### src/rtl/dmem_port_arbiter.sv
// Shares the single-port data memory between the core load/store path and a
// loader/debug master, with bounded starvation in both directions.
module dmem_port_arbiter #(
  parameter int AW       = 32,
  parameter int DW       = 32,
  parameter int MAX_WAIT = 4,
  parameter int MAX_LOCK = 8
) (
  input  logic          i_clk,
  input  logic          i_rst,
  input  logic          i_c_req,
  input  logic          i_c_we,
  input  logic [AW-1:0] i_c_addr,
  input  logic [DW-1:0] i_c_wdata,
  output logic [DW-1:0] o_c_rdata,
  output logic          o_c_gnt,
  output logic          o_c_stall,
  input  logic          i_l_req,
  input  logic          i_l_we,
  input  logic          i_l_lock,
  input  logic [AW-1:0] i_l_addr,
  input  logic [DW-1:0] i_l_wdata,
  output logic          o_l_gnt,
  output logic          o_l_rvalid,
  output logic [DW-1:0] o_l_rdata,
  output logic          o_m_we,
  output logic [AW-1:0] o_m_addr,
  output logic [DW-1:0] o_m_wdata,
  input  logic [DW-1:0] i_m_rdata
);

  localparam int SW = $clog2(MAX_WAIT + 1);
  localparam int LW = $clog2(MAX_LOCK + 1);
  localparam logic [SW-1:0] WAIT_MAX = SW'(MAX_WAIT);
  localparam logic [LW-1:0] LOCK_MAX = LW'(MAX_LOCK);

  typedef enum logic {S_OPEN = 1'b0, S_LOCK = 1'b1} state_t;

  state_t        r_state, w_state_nxt;
  logic [SW-1:0] r_starve, w_starve_nxt;
  logic [LW-1:0] r_lock, w_lock_nxt;
  logic          r_l_rvalid;
  logic [DW-1:0] r_l_rdata;
  logic          w_c_gnt, w_l_gnt;

  always_comb begin
    w_c_gnt      = 1'b0;
    w_l_gnt      = 1'b0;
    w_state_nxt  = r_state;
    w_starve_nxt = r_starve;
    w_lock_nxt   = r_lock;
    if (i_rst) begin
      // Reset kills any grant in the same cycle, including a mid-burst write.
      w_state_nxt  = S_OPEN;
      w_starve_nxt = '0;
      w_lock_nxt   = '0;
    end else begin
      if (r_state == S_OPEN)
        w_l_gnt = i_l_req & (~i_c_req | (r_starve == WAIT_MAX));
      else
        w_l_gnt = i_l_req & ~(i_c_req & (r_lock == LOCK_MAX));
      w_c_gnt = i_c_req & ~w_l_gnt;

      if (w_l_gnt || !i_l_req)
        w_starve_nxt = '0;
      else if (w_c_gnt && (r_starve != WAIT_MAX))
        w_starve_nxt = r_starve + 1'b1;

      if (r_state == S_OPEN) begin
        if (w_l_gnt && i_l_lock) begin
          w_state_nxt = S_LOCK;
          w_lock_nxt  = LW'(1);
        end
      end else begin
        if (!i_l_req || (w_l_gnt && !i_l_lock)) begin
          w_state_nxt = S_OPEN;
          w_lock_nxt  = '0;
        end else if (w_l_gnt) begin
          if (r_lock != LOCK_MAX) w_lock_nxt = r_lock + 1'b1;
        end else begin
          // Yield cycle: core took the port, lock window restarts.
          w_lock_nxt = '0;
        end
      end
    end
  end

  always_ff @(posedge i_clk) begin
    if (i_rst) begin
      r_state    <= S_OPEN;
      r_starve   <= '0;
      r_lock     <= '0;
      r_l_rvalid <= 1'b0;
      r_l_rdata  <= '0;
    end else begin
      r_state    <= w_state_nxt;
      r_starve   <= w_starve_nxt;
      r_lock     <= w_lock_nxt;
      r_l_rvalid <= w_l_gnt & ~i_l_we;
      if (w_l_gnt && !i_l_we) r_l_rdata <= i_m_rdata;
    end
  end

  assign o_c_gnt    = w_c_gnt;
  assign o_l_gnt    = w_l_gnt;
  assign o_c_stall  = i_c_req & ~w_c_gnt & ~i_rst;
  assign o_c_rdata  = i_m_rdata;
  assign o_l_rvalid = r_l_rvalid;
  assign o_l_rdata  = r_l_rdata;
  assign o_m_we     = (w_l_gnt & i_l_we) | (w_c_gnt & i_c_we);
  assign o_m_addr   = w_l_gnt ? i_l_addr  : i_c_addr;
  assign o_m_wdata  = w_l_gnt ? i_l_wdata : i_c_wdata;

endmodule

### config.mk
export PLATFORM = sky130hd
export DESIGN_NAME = dmem_port_arbiter
export DESIGN_NICKNAME = d
export VERILOG_FILES = /design/src/rtl/dmem_port_arbiter.sv
export SDC_FILE = /design/constraint.sdc
export NUM_CORES = 1
export LEC_CHECK = 0
export CAP_MARGIN = 20
export CORE_AREA = 2 2 115 117
export CTS_CLUSTER_DIAMETER = 120
export CTS_CLUSTER_SIZE = 10
export DETAILED_ROUTE_END_ITERATION = 7
export DIE_AREA = 0 0 117 119
export PLACE_DENSITY = 0.79
export SLEW_MARGIN = 20
export SYNTH_ARGS = -nofsm -noshare
export SYNTH_HDL_FRONTEND = slang
export SYNTH_SLANG_ARGS = --single-unit
### constraint.sdc
create_clock -name i_clk -period 2.2 [get_ports i_clk]
set_input_delay 0.44 -clock i_clk [delete_from_list [all_inputs] [get_ports i_clk]]
set_output_delay 0.44 -clock i_clk [all_outputs]
set_load 0.05 [all_outputs]
=== After elaboration in Yosys (flattened, before gate mapping) ===
Cells that the tools add are included.

* Register bits after elaboration: 41
* Latch bits: 0
* Bits in writable memories: 0
* Bits in read-only memories: 0
* Input port bits: 167
* Memories kept: 0

* Add/sub/neg operators: 2
* Multiply operators: 0
* Divide/modulo/power cells: 0
* Order comparisons: 0
* Equal/unequal tests: 5
* Shift-type cells: 0
* Mux-type cells: 14
* Bitwise logic cells: 17
* Reductions and logical operators: 12

{| class="wikitable"
|+ Operators with widths
! cell !! count
|-
| 32-bit 2-to-1 mux || 2
|-
| 4-bit 2-to-1 mux || 5
|-
| 1-bit bitwise AND || 9
|-
| 4-bit inequality test (second input constant) || 2
|-
| 1-bit 2-to-1 mux || 7
|-
| 1-bit inverter || 6
|-
| 4-bit by 1-bit adder with 4-bit output (second input constant) || 1
|-
| 4-bit equality test (second input constant) || 1
|-
| 1-bit logical AND || 4
|-
| 3-bit by 1-bit adder with 3-bit output (second input constant) || 1
|-
| 3-bit equality test (second input constant) || 1
|-
| 1-bit zero test || 3
|-
| 3-bit inequality test (second input constant) || 1
|-
| 1-bit logical OR || 2
|-
| 1-bit bitwise OR || 2
|-
| 2-bit AND reduction || 1
|-
| 2-bit nonzero test || 1
|-
| 2-bit OR reduction || 1
|}

=== Logic depth before layout (Yosys ltp) ===
* Word-level depth: 12
* Gate-level depth with buffers: 8
* Depth with buffers taken out: 6

=== Worst setup path after synthesis ===
OpenSTA, ideal clock, no wires.

* Kind: reg-to-output
* Start point: register r_lock[0]
* End point: output o_c_stall
* Arrival: 1,897 ps
* Data required time: 1,760 ps
* Path slack: -137 ps
* Cell stages (with the launch flop): 9
* Path buffers: 2
* Cells stage by stage: dfxtp_1 > inv_1 > ha_1 > nand3b_1 > o22ai_2 > nor2_1 > buf_6 > buf_6 > and2_1

* Cells in the longest elaborated chain, start to end: 12

{| class="wikitable"
|+ RTL lines
! item !! line !! RTL
|-
| from (decl) || 41 || <nowiki>logic [LW-1:0] r_lock, w_lock_nxt;</nowiki>
|-
| from (signal assigned) || 98 || <nowiki>r_lock <= w_lock_nxt;</nowiki>
|-
| 4-bit equality test || 61 || <nowiki>w_l_gnt = i_l_req & ~(i_c_req & (r_lock == LOCK_MAX));</nowiki>
|-
| 1-bit bitwise AND || 61 ||
|-
| 1-bit inverter || 61 ||
|-
| 1-bit bitwise AND || 61 ||
|-
| 1-bit 2-to-1 mux || 58 || <nowiki>if (r_state == S_OPEN)</nowiki>
|-
| 1-bit 2-to-1 mux || 52 || <nowiki>if (i_rst) begin</nowiki>
|-
| 1-bit inverter || 62 || <nowiki>w_c_gnt = i_c_req & ~w_l_gnt;</nowiki>
|-
| 1-bit bitwise AND || 62 ||
|-
| 1-bit 2-to-1 mux || 52 ||
|-
| 1-bit inverter || 106 || <nowiki>assign o_c_stall = i_c_req & ~w_c_gnt & ~i_rst;</nowiki>
|-
| 1-bit bitwise AND (2 in series) || 106 ||
|-
| to (decl) || 17 || <nowiki>output logic o_c_stall,</nowiki>
|}

No other way between the ends. The select of a mux whose other input is x is not followed.

=== Worst setup path after layout ===
* Start point: register r_lock[0]
* End point: output o_m_addr[24]

* Cells in the longest elaborated chain, start to end: 8

{| class="wikitable"
|+ RTL lines
! item !! line !! RTL
|-
| 4-bit equality test || 61 ||
|-
| 1-bit bitwise AND || 61 ||
|-
| 1-bit inverter || 61 ||
|-
| 1-bit bitwise AND || 61 ||
|-
| 1-bit 2-to-1 mux || 58 ||
|-
| 1-bit 2-to-1 mux (2 in series) || 52 ||
|-
| 32-bit 2-to-1 mux || 111 || <nowiki>assign o_m_addr = w_l_gnt ? i_l_addr : i_c_addr;</nowiki>
|-
| to (decl) || 27 || <nowiki>output logic [AW-1:0] o_m_addr,</nowiki>
|}

No other way between the ends. The select of a mux whose other input is x is not followed.

==> impl_results.md <==
- Slew Viols, Final: 0
- Via count: 3256
- CORE AREA: 12900 um^2
- Share of layout cells above drive strength 1: 45.9%
- Vias in the first global route: approximately 3500
- Maximum clock path buffer count: 2
- Fill cells: 1094
- Startpoint Class: register
- Ant. Diodes: 0
- RSZ-0062 raised after global routing: true
- Hold Crit Class: reg2reg
- Synth warn: 0
- Worst skew pair latency: 0.28 ns
- Synth-to-Final Area Change: 148%
- Final HPWL DP: ~10000 um
- Largest net degree at the start of global routing: 41
- CTS sink count: 41
- Reg2Reg Launch Point: r_lock[0]
- Peak VDD IR: roughly 0.29 mV
- Multi-input gate area: 1850 um^2
- Commonest non-fill, non-tap cells in the layout: clkdlybuf4s50_1 (197), mux2_2 (63), buf_12 (54)
- Synth Instances: between 200 and 300
- Worst-Margin Slew: 0.528 ns
- Mapped cell area: 2880 um^2
- Setup Skew: 0.00342 ns
- First-pass GRT wire length: 18800 um
- Worst Setup End Kind: output pin
- RR Endpoint: o_l_rdata[20]
- Initial drt markers: 78
- Worst-case reg-to-reg path depth: 9
- Hold Crit Start: r_lock[3]
- Die area: 13900 um^2
- Failing checks: negative setup slack
- Post-synth ARST share: 0%
- Total Routed Length: approximately 13000 um
- PwrDens: 448 nW/um^2
- CP max FO: 5
- Overall fraction of global-route tracks in use: ~18%
- #FFs+latches synth: between 40 and 50
- Initial antenna violation count: 1
- Most common cell after layout, fill and taps aside: clkdlybuf4s50_1
- Clk slew on worst S/H paths: 0.07 ns
- Worst setup slack after layout: -0.360 ns
- Placed cell area: 6380 um^2
- Starting density of the core: 22.4%
- DRC violations left: 0
- EDFF count, synth: 0
- Ranking of synthesized cells by area: mux2_2 (31%), dfxtp_1 (28%), buf_4 (9.1%)
- Hold Vio Cnt, Final: 0
- Synth cell types: 36
- GR Overflow Total: 0
- Min-Delay Path Depth: 2
- Final net count: ~750
- Largest area contributor in the netlist: mux2_2
- Top FF cell, synth: dfxtp_1
- Worst EP arrival: 2.12 ns
- Die Width: 117 um
- Row count: 42
- First drt pass iteration count: 4
- Syn avg cell area: between 10 and 15 um^2
- WS Path Type: reg2out
- WP data required: 1.76 ns
- Vias per cell: 4.32
- FF/Latch Area: 826 um^2
- WHS: 0.542 ns
- Static Leakage: 2.96 nW
- Final Setup Violations: 68
- Outcome: finished, violations left
- RePlAce Congestion: roughly 0.83
- Dpl ws: -0.508 ns
- Fmax: 391 MHz
- Top-area cell type share of the netlist area: between 30% and 40%
- CTS tree: built
- Wire per inst: 17.7 um
- Final Power: about 3.2 mW
- Min Tclk post-route: between 2 and 3 ns
- Fin area: 7150 um^2
- Htree depth: 2
- I/O Buffers: between 200 and 300
- Antenna-violating nets left: 0
- Die H: 119 um
- Sequential area share after synthesis: 28.5%
- Max Cap Violations: 0
- Reg-to-reg setup timing slack: 0.21 ns
- Root buffer cell: clkbuf_16
- Syn_nets: 446
- Cts bufs inserted: 5
- Hold buffer count at cts: 0
- Final period util: 116%
- IO Pins: 300
- Hold Path End: r_lock[3]
- Rel. slew slack: 64.7%
-- area by class of cell --
| cell class | instances | share of cell area (%) |
|---|---|---|
| Clock buffer | 5 | 1.75 |
| Multi-Input combinational cell | 182 | 25.9 |
| Timing Repair Buffer | 341 | 57.2 |
| Sequential cell | 41 | 11.5 |
| Tap cell | 176 | 3.08 |
| Clock inverter | 3 | 0.297 |
| Inverter | 5 | 0.262 |
-- where the power goes --
| part | internal [mW] | switching [mW] | leakage [nW] |
|---|---|---|---|
| sequential | 0.769 | 0.0133 | 0.335 |
| combinational | 0.852 | 0.827 | 2.56 |
| clock | 0.423 | 0.320 | 0.0702 |
-- cell usage after synthesis (all sizes together), types with 2 or more instances --
cell type  count
and2           2
ha             4
nand3          2
nor2b         33
a21oi          2
o21ai          5
mux2          96
buf           43
nand2          5
inv            5
clkbuf         4
a31oi          2
nor3           3
mux2i          2
dfxtp         41
and3b          2
nor2           8
nand2b         2
o31ai          2
-- logic make-up after synthesis --
family	Yosys count	synth area share, %
XOR/XNOR	2	0.608
buffers and inverters	52	12.3
AND/OR/NAND/NOR	60	12.2
flip-flops	41	28.5
multiplexers	98	40.3
adder cells (fa/ha/maj)	4	1.74
AO/OA/AOI/OAI	18	4.43
-- metal layers --
layer / vias up / GRT usage [%] / wire length, um / part of all wire [%]
met5: - / 0 / 11 / 0.083
met4: 2 / 2.43 / 68 / 0.51
met3: 10 / 5.29 / 1110 / 8.4
met2: 151 / 33.2 / 7160 / 54
met1: 1563 / 19.4 / 4960 / 37
li1: 1530 / - / - / -
-- registers in the layout (all words and copies together) (netlist names) --
register    flops
o_l_rdata      32
r_lock          4
o_l_rvalid      1
r_state         1
r_starve        3
-- what timing repair did --
| action | in CTS | in global routing |
|---|---|---|
| setup endpoints to repair | 68 | 68 |
| resized for setup | 106 | 11 |
| endpoints found under the hold margin | 0 | 0 |
| gates cloned | 2 | 2 |
| buffers inserted | 9 | 2 |
| pin swaps | 6 | 3 |
-- how the worst max path moves through the flow --
stage,slack (ns),start,cells after the start,end
floorplan,0.007,r_lock[0],8,o_m_wdata[10]
global placement,-0.47,i_c_req,8,o_m_addr[16]
detailed placement,-0.51,i_c_req,8,o_m_addr[20]
CTS,-0.42,r_lock[1],10,o_m_addr[24]
global route,-0.43,r_lock[0],10,o_m_addr[12]
finish,-0.36,r_lock[0],10,o_m_addr[24]
-- worst max-delay path, stage by stage (launching register included) --
cell and delay [ns]:
dfxtp_2 0.33, inv_2 0.07, ha_4 0.13, nand3b_1 0.14
o22ai_4 0.23, nor2_4 0.06, buf_12 0.13, buf_8 0.13
buf_16 0.14, mux2_4 0.32, buf_8 0.16
-- per-stage QoR --
| step | instances | TNS (ns) | util, % |
|---|---|---|---|
| floorplan | 275 | 0 | - |
| global placement | 730 | -29.67 | 49.6 |
| detailed placement | 730 | -32.59 | 49.6 |
| CTS | 749 | -24.06 | 54.7 |
| global route | 753 | -25.16 | 55.6 |
| finish | 753 | -21.00 | 55.6 |
(Power assumes the default switching activity.)
